`src/rtl/ex_muldiv_pkg.sv`:
```
// Shared decode constants for the EX stage: aluop/alusel encodings, reset and
// write-enable levels, and the operation selector for the iterative engine.
package ex_muldiv_pkg;

  localparam logic RstEnable    = 1'b1;
  localparam logic WriteEnable  = 1'b1;
  localparam logic WriteDisable = 1'b0;
  localparam logic [31:0] ZeroWord = 32'h0000_0000;

  localparam logic [7:0] EXE_NOP_OP   = 8'b0000_0000,
                         EXE_AND_OP   = 8'b0010_0100,
                         EXE_OR_OP    = 8'b0010_0101,
                         EXE_ADD_OP   = 8'b0010_0000,
                         EXE_SUB_OP   = 8'b0010_0010,
                         EXE_SLT_OP   = 8'b0010_1010,
                         EXE_SLTU_OP  = 8'b0010_1011,
                         EXE_MFHI_OP  = 8'b0001_0000,
                         EXE_MTHI_OP  = 8'b0001_0001,
                         EXE_MFLO_OP  = 8'b0001_0010,
                         EXE_MTLO_OP  = 8'b0001_0011,
                         EXE_MULT_OP  = 8'b0001_1000,
                         EXE_MULTU_OP = 8'b0001_1001,
                         EXE_DIV_OP   = 8'b0001_1010,
                         EXE_DIVU_OP  = 8'b0001_1011;

  localparam logic [2:0] EXE_RES_NOP   = 3'b000,
                         EXE_RES_LOGIC = 3'b001,
                         EXE_RES_MOVE  = 3'b011,
                         EXE_RES_ARITH = 3'b100;

  typedef enum logic {MD_MUL = 1'b0, MD_DIV = 1'b1} md_op_t;

  // Ops whose only architectural effect is on HI/LO, never on the GPR file.
  function automatic logic no_writeback(input logic [7:0] op);
    return (op == EXE_MULT_OP) || (op == EXE_MULTU_OP) || (op == EXE_DIV_OP) ||
           (op == EXE_DIVU_OP) || (op == EXE_MTHI_OP) || (op == EXE_MTLO_OP);
  endfunction

endpackage

```
`src/rtl/ex_muldiv_iter.sv`:
```
// muldiv_iter: one-bit-per-cycle engine; shift-add multiply and (with
// EX_MULDIV_DIV_EN defined) restoring divide on operand magnitudes.
module muldiv_iter
  import ex_muldiv_pkg::*;
#(
  parameter int DW = 32
) (
  input  logic          clk,
  input  logic          rst,
  input  logic          start,
  input  logic          sign_op,
  input  md_op_t        op,
  input  logic [DW-1:0] a,
  input  logic [DW-1:0] b,
  input  logic          flush,
  output logic          busy,
  output logic          done,
  output logic          idle,
  output logic [DW-1:0] hi,
  output logic [DW-1:0] lo,
  output logic [2:0]    state_dbg
);

  localparam int CW = $clog2(DW) + 1;

`ifdef EX_MULDIV_DIV_EN
  typedef enum logic [2:0] {S_IDLE = 3'd0, S_MUL = 3'd1, S_DIV = 3'd2,
                            S_DONE = 3'd3, S_DIVZ = 3'd4} state_t;
`else
  typedef enum logic [2:0] {S_IDLE = 3'd0, S_MUL = 3'd1, S_DONE = 3'd3} state_t;
`endif

  state_t state, state_nx;
  logic [CW-1:0] cnt;
  logic [DW-1:0] p_hi, p_lo, opb;
  logic          neg_lo;
  logic          a_neg, b_neg, last;
  logic [DW-1:0] a_mag, b_mag;
  logic [DW:0]   mul_sum;
  logic [2*DW-1:0] prod;
`ifdef EX_MULDIV_DIV_EN
  logic          neg_hi, is_div;
  logic [DW:0]   div_shift, div_diff;
`endif

  assign a_neg = sign_op && a[DW-1];
  assign b_neg = sign_op && b[DW-1];
  assign a_mag = a_neg ? -a : a;
  assign b_mag = b_neg ? -b : b;
  assign last  = (cnt == CW'(DW - 1));

  assign idle      = (state == S_IDLE);
  assign done      = (state == S_DONE);
`ifdef EX_MULDIV_DIV_EN
  assign busy      = (state == S_MUL) || (state == S_DIV);
`else
  assign busy      = (state == S_MUL);
`endif
  assign state_dbg = state;

  always_comb begin
    state_nx = state;
    if (flush) begin
      state_nx = S_IDLE;
    end else begin
      case (state)
        S_IDLE: if (start) begin
`ifdef EX_MULDIV_DIV_EN
          if (op == MD_DIV) state_nx = (b == '0) ? S_DIVZ : S_DIV;
          else              state_nx = S_MUL;
`else
          state_nx = S_MUL;
`endif
        end
        S_MUL:  if (last) state_nx = S_DONE;
`ifdef EX_MULDIV_DIV_EN
        S_DIV:  if (last) state_nx = S_DONE;
        S_DIVZ: state_nx = S_IDLE;
`endif
        S_DONE: state_nx = S_IDLE;
        default: state_nx = S_IDLE;
      endcase
    end
  end

  always_comb begin
    mul_sum = {1'b0, p_hi} + (p_lo[0] ? {1'b0, opb} : '0);
`ifdef EX_MULDIV_DIV_EN
    div_shift = {p_hi, p_lo[DW-1]};
    div_diff  = div_shift - {1'b0, opb};
`endif
  end

  always_ff @(posedge clk) begin
    if (rst == RstEnable) begin
      state  <= S_IDLE;
      cnt    <= '0;
      p_hi   <= '0;
      p_lo   <= '0;
      opb    <= '0;
      neg_lo <= 1'b0;
`ifdef EX_MULDIV_DIV_EN
      neg_hi <= 1'b0;
      is_div <= 1'b0;
`endif
    end else begin
      state <= state_nx;
      if (idle && start && !flush) begin
        cnt    <= '0;
        p_hi   <= '0;
        p_lo   <= a_mag;
        opb    <= b_mag;
        neg_lo <= a_neg ^ b_neg;
`ifdef EX_MULDIV_DIV_EN
        neg_hi <= (op == MD_DIV) ? a_neg : (a_neg ^ b_neg);
        is_div <= (op == MD_DIV);
`endif
      end else if (busy && !flush) begin
        cnt <= cnt + 1'b1;
`ifdef EX_MULDIV_DIV_EN
        if (is_div) begin
          // Restore by simply not taking the difference when it went negative.
          p_hi <= div_diff[DW] ? div_shift[DW-1:0] : div_diff[DW-1:0];
          p_lo <= {p_lo[DW-2:0], ~div_diff[DW]};
        end else begin
          p_hi <= mul_sum[DW:1];
          p_lo <= {mul_sum[0], p_lo[DW-1:1]};
        end
`else
        p_hi <= mul_sum[DW:1];
        p_lo <= {mul_sum[0], p_lo[DW-1:1]};
`endif
      end
    end
  end

  always_comb begin
    prod = neg_lo ? -{p_hi, p_lo} : {p_hi, p_lo};
    hi   = prod[2*DW-1:DW];
    lo   = prod[DW-1:0];
`ifdef EX_MULDIV_DIV_EN
    if (is_div) begin
      hi = neg_hi ? -p_hi : p_hi;
      lo = neg_lo ? -p_lo : p_lo;
    end
`endif
  end

endmodule

```
`src/rtl/ex_muldiv.sv`:
```
// ex_muldiv: EX stage with single-cycle ALU, HI/LO registers and an iterative
// multiplier; the divider and DIVZ path exist only with EX_MULDIV_DIV_EN.
module ex_muldiv
  import ex_muldiv_pkg::*;
#(
  parameter int DW    = 32,
  parameter int IMM_W = 16
) (
  input  logic          clk,
  input  logic          rst,
  input  logic [7:0]    aluop_i,
  input  logic [2:0]    alusel_i,
  input  logic [DW-1:0] reg1_i,
  input  logic [DW-1:0] reg2_i,
  input  logic [4:0]    wd_i,
  input  logic          wreg_i,
  input  logic [31:0]   inst_i,
  input  logic          flush_i,
  output logic [4:0]    wd_o,
  output logic          wreg_o,
  output logic [DW-1:0] wdata_o,
  output logic [7:0]    aluop_o,
  output logic [DW-1:0] mem_addr_o,
  output logic [DW-1:0] reg2_o,
  output logic [DW-1:0] hi_o,
  output logic [DW-1:0] lo_o,
  output logic          stallreq_o,
  output logic          ov_o,
  output logic [2:0]    dbg_state
);

  // Flow control: while stallreq_o is high the pipeline holds this
  // instruction on the inputs; the cycle it drops, EX outputs are final.
  logic          in_rst, is_mul, is_div, start_req, sign_op;
  md_op_t        md_op;
  logic          it_busy, it_done, it_idle;
  logic [DW-1:0] it_hi, it_lo, hi_q, lo_q, hi_fwd, lo_fwd;
  logic          done_we, mthi_we, mtlo_we;
  logic [DW-1:0] sum, diff, logic_res, arith_res, move_res, result;
  logic          ov;

  assign in_rst = (rst == RstEnable);
  assign is_mul = (aluop_i == EXE_MULT_OP) || (aluop_i == EXE_MULTU_OP);
`ifdef EX_MULDIV_DIV_EN
  assign is_div = (aluop_i == EXE_DIV_OP) || (aluop_i == EXE_DIVU_OP);
`else
  assign is_div = 1'b0;
`endif
  assign start_req = is_mul || is_div;
  assign sign_op   = (aluop_i == EXE_MULT_OP) || (aluop_i == EXE_DIV_OP);
  assign md_op     = is_div ? MD_DIV : MD_MUL;

  muldiv_iter #(.DW(DW)) u_iter (
    .clk       (clk),
    .rst       (rst),
    .start     (start_req),
    .sign_op   (sign_op),
    .op        (md_op),
    .a         (reg1_i),
    .b         (reg2_i),
    .flush     (flush_i),
    .busy      (it_busy),
    .done      (it_done),
    .idle      (it_idle),
    .hi        (it_hi),
    .lo        (it_lo),
    .state_dbg (dbg_state)
  );

  assign stallreq_o = !in_rst && !flush_i && ((it_idle && start_req) || it_busy);

  assign done_we = it_done && !flush_i;
  assign mthi_we = it_idle && !flush_i && (aluop_i == EXE_MTHI_OP);
  assign mtlo_we = it_idle && !flush_i && (aluop_i == EXE_MTLO_OP);

  always_ff @(posedge clk) begin
    if (in_rst) begin
      hi_q <= '0;
      lo_q <= '0;
    end else if (done_we) begin
      hi_q <= it_hi;
      lo_q <= it_lo;
    end else begin
      if (mthi_we) hi_q <= reg1_i;
      if (mtlo_we) lo_q <= reg1_i;
    end
  end

  // MFHI/MFLO see the value being committed this cycle, not the stale one.
  always_comb begin
    hi_fwd = done_we ? it_hi : (mthi_we ? reg1_i : hi_q);
    lo_fwd = done_we ? it_lo : (mtlo_we ? reg1_i : lo_q);
  end

  always_comb begin
    sum  = reg1_i + reg2_i;
    diff = reg1_i - reg2_i;
    ov   = ((aluop_i == EXE_ADD_OP) && (reg1_i[DW-1] == reg2_i[DW-1]) &&
            (sum[DW-1] != reg1_i[DW-1])) ||
           ((aluop_i == EXE_SUB_OP) && (reg1_i[DW-1] != reg2_i[DW-1]) &&
            (diff[DW-1] != reg1_i[DW-1]));

    logic_res = '0;
    case (aluop_i)
      EXE_OR_OP:  logic_res = reg1_i | reg2_i;
      EXE_AND_OP: logic_res = reg1_i & reg2_i;
      default:    logic_res = '0;
    endcase

    arith_res = '0;
    case (aluop_i)
      EXE_ADD_OP:  arith_res = sum;
      EXE_SUB_OP:  arith_res = diff;
      EXE_SLT_OP:  arith_res = {{(DW-1){1'b0}}, ($signed(reg1_i) < $signed(reg2_i))};
      EXE_SLTU_OP: arith_res = {{(DW-1){1'b0}}, (reg1_i < reg2_i)};
      default:     arith_res = '0;
    endcase

    move_res = '0;
    case (aluop_i)
      EXE_MFHI_OP: move_res = hi_fwd;
      EXE_MFLO_OP: move_res = lo_fwd;
      default:     move_res = '0;
    endcase

    result = DW'(ZeroWord);
    case (alusel_i)
      EXE_RES_LOGIC: result = logic_res;
      EXE_RES_ARITH: result = arith_res;
      EXE_RES_MOVE:  result = move_res;
      default:       result = DW'(ZeroWord);
    endcase
  end

  assign wd_o       = wd_i;
  assign aluop_o    = aluop_i;
  assign reg2_o     = reg2_i;
  assign mem_addr_o = reg1_i + {{(DW-IMM_W){inst_i[IMM_W-1]}}, inst_i[IMM_W-1:0]};
  assign ov_o       = !in_rst && ov;
  assign wreg_o     = (in_rst || ov || no_writeback(aluop_i)) ? WriteDisable : wreg_i;
  assign wdata_o    = in_rst ? DW'(ZeroWord) : result;
  assign hi_o       = hi_q;
  assign lo_o       = lo_q;

endmodule

```
`config.mk`:
```
export PLATFORM = sky130hd
export DESIGN_NAME = ex_muldiv
export DESIGN_NICKNAME = d
export VERILOG_FILES = /design/src/rtl/ex_muldiv_pkg.sv /design/src/rtl/ex_muldiv_iter.sv /design/src/rtl/ex_muldiv.sv
export SDC_FILE = /design/constraint.sdc
export NUM_CORES = 1
export LEC_CHECK = 0
export BUFFER_PORTS_ARGS = -buffer_cell sky130_fd_sc_hd__buf_4
export CAP_MARGIN = 40
export CORE_UTILIZATION = 50
export DETAILED_ROUTE_END_ITERATION = 8
export PLACE_DENSITY = 0.72
export SYNTH_ARGS = -nofsm -noshare
export SYNTH_HDL_FRONTEND = slang
export SYNTH_SLANG_ARGS = --single-unit
```
`constraint.sdc`:
```
create_clock -name clk -period 5.9 [get_ports clk]
set_input_delay 0.295 -clock clk [delete_from_list [all_inputs] [get_ports clk]]
set_output_delay 0.295 -clock clk [all_outputs]
set_load 0.02 [all_outputs]
```
---- Word-level counts from Yosys, hierarchy flattened ----
Index checks and enable logic that the tools add are counted.
cells by class
  reduce and logical (&&, ||, !) cells .... 33
  multiply operators ...................... 0
  bitwise gates (word level) .............. 3
  equal/unequal tests ..................... 26
  magnitude comparators ................... 2
  div/mod/pow operators ................... 0
  $add $sub $neg .......................... 8
  shift-type cells ........................ 0
  mux-type cells .......................... 19
operators with widths
  cell                 count
  $mux 32              10
  $pmux 32 s2          2
  $pmux 32 s4          1
  $pmux 32 s3          1
  $add 32x32->32       2
  $eq 8x5->1 const B   8
  $lt 32x32->1         2
  $mux 64              1
  $neg 32->32          2
  $neg 64->64          1
  $eq 8x6->1 const B   6
  $add 32x33->33       1
  $and 32x32->32       1
  $or 32x32->32        1
  $sub 32x32->32       1
  $logic_and 1x1->1    16
  $logic_or 1x1->1     10
  $add 6x1->6 const B  1
  $eq 3x1->1 const B   2
  $eq 3x2->1 const B   2
  $eq 6x5->1 const B   1
  $mux 3               2
  $pmux 3 s2           1
  $ne 2x1->1 const B   2
  10 further kinds     14
storage, ports and cells
  bits in registers ....................... 170
  word-level logic and storage cells ...... 99
  memories kept ........................... 0
  ROM bits ................................ 0
  latch bits .............................. 0
  input bits .............................. 116
  memory bits (writable) .................. 0
  output and inout port bits .............. 179

---- Logic depth before layout (Yosys ltp) ----
  word-level depth ........................ 8
  mapped depth ............................ 15
  depth with buffers taken out ............ 14

---- Cells and area by module ----
From an unflattened synthesis, not the netlist that was laid out.
second synthesis, totals
  cell total of the unflattened synthesis .. 2,564
  area, all modules ....................... 18,606.6 sq um
by module, submodules not included
  module       cells an instance  area an instance (sq um)  times used
  ex_muldiv    1,469              10,277.4                  1
  muldiv_iter  1,095              8,329.2                   1

---- Worst setup path after synthesis ----
Ideal clock, no wire load.
  kind .................................... in2out
  start ................................... input port reg2_i[4]
  end ..................................... output port wreg_o
  stages .................................. 13
  required time ........................... 5,605 ps
  buffers on the path ..................... 1
  data arrival time ....................... 3,347 ps
  setup slack ............................. 2,258 ps
  path through ............................ inv_1 -> ha_1 -> clkbuf_1 -> inv_1 -> or3_1 -> o211ai_1 -> o221ai_2 -> a221o_1 -> a21oi_2 -> o21ai_1 -> o21ba_2 -> o22ai_1 -> nor4bb_1
on the way
  longest elaborated chain between the ends .. 7
  elaborated cells on any way between the ends .. 10
RTL lines
  what                                              RTL line                           text
  start, declared                                   ex_muldiv.sv:14                    input logic [DW-1:0] reg2_i,
  $add 32x32->32 or $sub 32x32->32 (tied branches)  ex_muldiv.sv:96, ex_muldiv.sv:97
  $ne 1x1->1, on equally long branches              ex_muldiv.sv:99, ex_muldiv.sv:101
  $logic_and 1x1->1, on equally long branches       ex_muldiv.sv:98, ex_muldiv.sv:100
  $logic_or 1x1->1 (*)                              ex_muldiv.sv:99                    (sum[DW-1] != reg1_i[DW-1])) ||
  $logic_or 1x1->1 (*) (2 in a row)                 ex_muldiv.sv:140                   assign wreg_o = (in_rst || ov || no_writeback(aluop_i)) ? WriteDisable : wreg_i;
  $mux 1 (*)                                        ex_muldiv.sv:140
  end, declared                                     ex_muldiv.sv:20                    output logic wreg_o,
Mark *: on every way between the ends. The rest lies on a longest branch, timed or not.

---- Worst setup path after layout ----
  start ................................... register u_iter.p_lo[2]
  end ..................................... output port wdata_o[21]
on the way
  longest elaborated chain between the ends .. 6
  elaborated cells on any way between the ends .. 7
RTL lines
  what                    RTL line               text
  start, declared         ex_muldiv_iter.sv:35   logic [DW-1:0] p_hi, p_lo, opb;
  start signal, assigned  ex_muldiv_iter.sv:111  p_lo <= a_mag;
  start signal, assigned  ex_muldiv_iter.sv:131  p_lo <= {mul_sum[0], p_lo[DW-1:1]};
  $neg 64->64 (*)         ex_muldiv_iter.sv:138  prod = neg_lo ? -{p_hi, p_lo} : {p_hi, p_lo};
  $mux 64 (*)             ex_muldiv_iter.sv:138
  $mux 32                 n/a
  $pmux 32 s2 (*)         ex_muldiv.sv:120       case (aluop_i)
  $pmux 32 s3 (*)         ex_muldiv.sv:127       case (alusel_i)
  $mux 32 (*)             ex_muldiv.sv:141       assign wdata_o = in_rst ? DW'(ZeroWord) : result;
  end, declared           ex_muldiv.sv:21        output logic [DW-1:0] wdata_o,
Marked as above.

==> summary.txt <==
Synth
  – Seq cells post-synth: 169
  – Post-synthesis simple-gate area fraction: 0.239
  – Sequential share of the synthesized area: 0.183
  – Ys Warns: 0
  – Post-Synth Adder-Cell Area: 0.118
  – Number of synthesized flops with an enable pin: 0
  – Leading register cell type out of synthesis: dfxtp_1
  – Multiplexer share of the synthesized area: 0.00718
  – Syn_nets: 2929
  – Netlist cell types: 87
  – Post-synthesis xor/xnor area fraction: 0.0868
  – Cell Area, Synth: 18500 µm²
  – Post-synthesis compound-gate area fraction: 0.291
  – Synth Instances: 2641
  – Async set or reset register ratio after synthesis: 0
  – Largest family of logic cells by synthesized area: compound AO/OA/AOI/OAI gates
  – Syn_area_per_cell: 6.99 µm²

Setup path
  – CP max stage delay: 0.62 ns
  – CP arrival: 4.44 ns
  – Crit-path max FO: 8
  – Startpoint types: register
  – CP max-delay cell: nor4_1
  – Worst setup EP type: output pin
  – Most used cell, CP: o21ai_1
  – CP cell instances: nor4_1 > nand4_1 > nor3_4 > nand2b_2 > o21ai_1 > xor2_1 > o21ai_1 > a222oi_1 > nor2b_1 > nor2_1 > buf_4
  – Critical Path RT: 5.61 ns
  – Critical path class: reg -> out

Timing
  – Minimum clock period: 4.74 ns
  – Final number of setup-violating endpoints: 0
  – Relative slew margins: 0.322
  – Final Hold Vio Count: 0
  – Setup tns final: 0 ns
  – Slew at the pin closest to its max-slew limit: 1.01 ns
  – Max-slew violation count: 0
  – RSZ-0062 raised after global routing: false
  – Clk_skew: 0.0129 ns
  – FMAX: 211 MHz
  – Period utilization: 0.803

Outcome
  – Status: finished, final reports clean

Layout
  – Layout cell share with drive strength beyond 1: 0.138
  – Reg area: 3380 µm²
  – Most common cell after layout, fill and taps aside: nand2_1
  – Multi-input gate area: 13700 µm²
  – Fillers: 3507
  – Area grow syn2layout: 14.0%
  – Ant diodes: 0
  – Final #Nets: 3044
  – Commonest non-fill, non-tap cells in the layout: nand2_1, a21oi_1, buf_4
  – Final design utilization: 0.578

Clocking
  – Worst-skew pair later-pin latency: 0.45 ns
  – Hold_buf cts: 0
  – Post-cts resize count: 0
  – Clk buf depth: 2
  – Reg clk slew, reported paths: 0.07 ns
  – Num CTS Buffers: 17
  – Clk root buf: clkbuf_16
  – Post-CTS Setup Inserts: 0
  – CTS tree: built
  – H-tree lvl count: 4
  – Sink Count: 169

Floorplanning
  – Core region area: 36400 µm²
  – Initial core utilization: 0.507
  – Die extent in x: 194 µm
  – I/O pins: 295
  – Height of the die: 194 µm
  – Row Count: 70
  – Die area: 37700 µm²

Routing
  – WL final: 76.3 mm
  – Post-route DRC: 0
  – Vias/cell: 6.39
  – Detailed-route wire length per cell: 23.6 µm
  – Initial DRC Count: 2051
  – Vias: 20.7k
  – Drt pass-1 iters: 8
  – ANT nets after route: 0

GRT
  – Initial antenna violation count: 1
  – Largest net degree at the start of global routing: 92
  – Vias in the first global route: 19.4k
  – GR Util All Layers: 0.392
  – Grt ovf: 0
  – First-pass GRT wire length: 114 mm

Power
  – Combinational Power Share: 0.303
  – Reg power frac: 0.345
  – IR drop worst, VDD: 0.000215 V
  – Pwr per Cell Area: 157 nW/µm²
  – Final Power: 3.31 mW
  – Sw frac: 0.356
  – Leak Pwr: 8.70 nW
  – Clock Power Share: 0.352
  – Switch Pwr: 1.18 mW
  – Total internal power: 2.13 mW

Placed design
  – Port-buffer cells: 267
  – DP Wirelength: 59.8 mm
  – Global placement routability congestion: 1.01

Flow run
  – Maxcap violations: 0

Min path
  – Hold crit path type: in -> reg
[per-stage QoR]
stage / setup slack, ns / area [µm²] / cells / hold slack, ns
4_1_cts: 1.31 / 21000 / 3237 / 0.202
2_1_floorplan: 2.26 / 18500 / 2641 / 0.421
3_5_place_dp: 1.42 / 20500 / 3205 / 0.438
3_3_place_gp: 1.48 / 20400 / 3201 / 0.435
5_1_grt: 0.853 / 21000 / 3237 / 0.219
6_report: 1.16 / 21000 / 3237 / 0.215
[power by group through the flow]
stage | registers, mW | logic [mW] | clock network, mW
2_1_floorplan | 1.17 | 0.621 | 0
3_3_place_gp | 1.17 | 0.973 | 0
3_5_place_dp | 1.17 | 0.981 | 0
4_1_cts | 1.14 | 0.986 | 1.17
5_1_grt | 1.14 | 1.07 | 1.22
6_report | 1.14 | 1.00 | 1.17
[Yosys cell counts (all sizes together), types with 26 or more instances]
library cell | n | area share
nor2b | 55 | 0.019
o31ai | 37 | 0.016
nand2 | 337 | 0.068
o21ai | 172 | 0.047
and2 | 41 | 0.014
nand3 | 49 | 0.014
clkbuf | 139 | 0.028
xnor2 | 149 | 0.071
nor3 | 54 | 0.015
nor2 | 241 | 0.049
or3 | 26 | 0.0091
ha | 168 | 0.11
xor2 | 34 | 0.016
nor4 | 29 | 0.010
inv | 116 | 0.024
a21o | 30 | 0.012
buf | 62 | 0.022
a22oi | 37 | 0.015
o21bai | 26 | 0.011
dfxtp | 169 | 0.18
o22ai | 33 | 0.011
a21oi | 296 | 0.081
[path summary, 6_finish.rpt]
kind	slack [ns]	to	depth (start not counted)	start
setup reg to reg	1.85	u_iter.p_hi[23]	15	u_iter.p_lo[0]
hold reg to reg	0.44	u_iter.state_dbg[1]	1	u_iter.cnt[5]
hold / removal	0.22	u_iter.p_lo[0]	3	reg1_i[0]
setup / recovery	1.16	wdata_o[21]	11	u_iter.p_lo[2]
[kinds of logic after synthesis]
logic type | after synthesis
AOI/OAI and AO/OA | 843
xor gates and xnor gates | 183
adders and majority gates | 172
buffers and inverters | 319
DFF | 169
muxes | 13
other | 1
and+or+nand+nor | 941
[sequential cells by signal (all words and copies together) (netlist names)]
name	cells
hi_o	32
lo_o	32
u_iter.opb	32
u_iter.p_hi	32
u_iter.p_lo	32
u_iter.cnt	6
u_iter.state_dbg	2
u_iter.neg_lo	1
[cell type report]
type,instances,share of cell area
clock buffers,17,0.0202
multi-input cells,2153,0.653
repair buffers,297,0.109
well taps,468,0.0278
flip-flops and latches,169,0.161
inverters,118,0.0210
clock inverters,15,0.00803
[critical path, delay by kind of cell, from the launching register on]
kind / cells / cell delay [ns]
buffers and inverters: 1 / 0.17
AND/OR/NAND/NOR: 6 / 2.29
flip-flops: 1 / 0.39
AO/OA/AOI/OAI: 3 / 0.88
XOR/XNOR: 1 / 0.25
[routing by layer]
layer,GRT usage,wire length (µm)
met1,0.471,30200
met2,0.659,35500
met3,0.0605,5580
met4,0.238,4960
met5,0,13
Power figures use the tool's default switching activity.
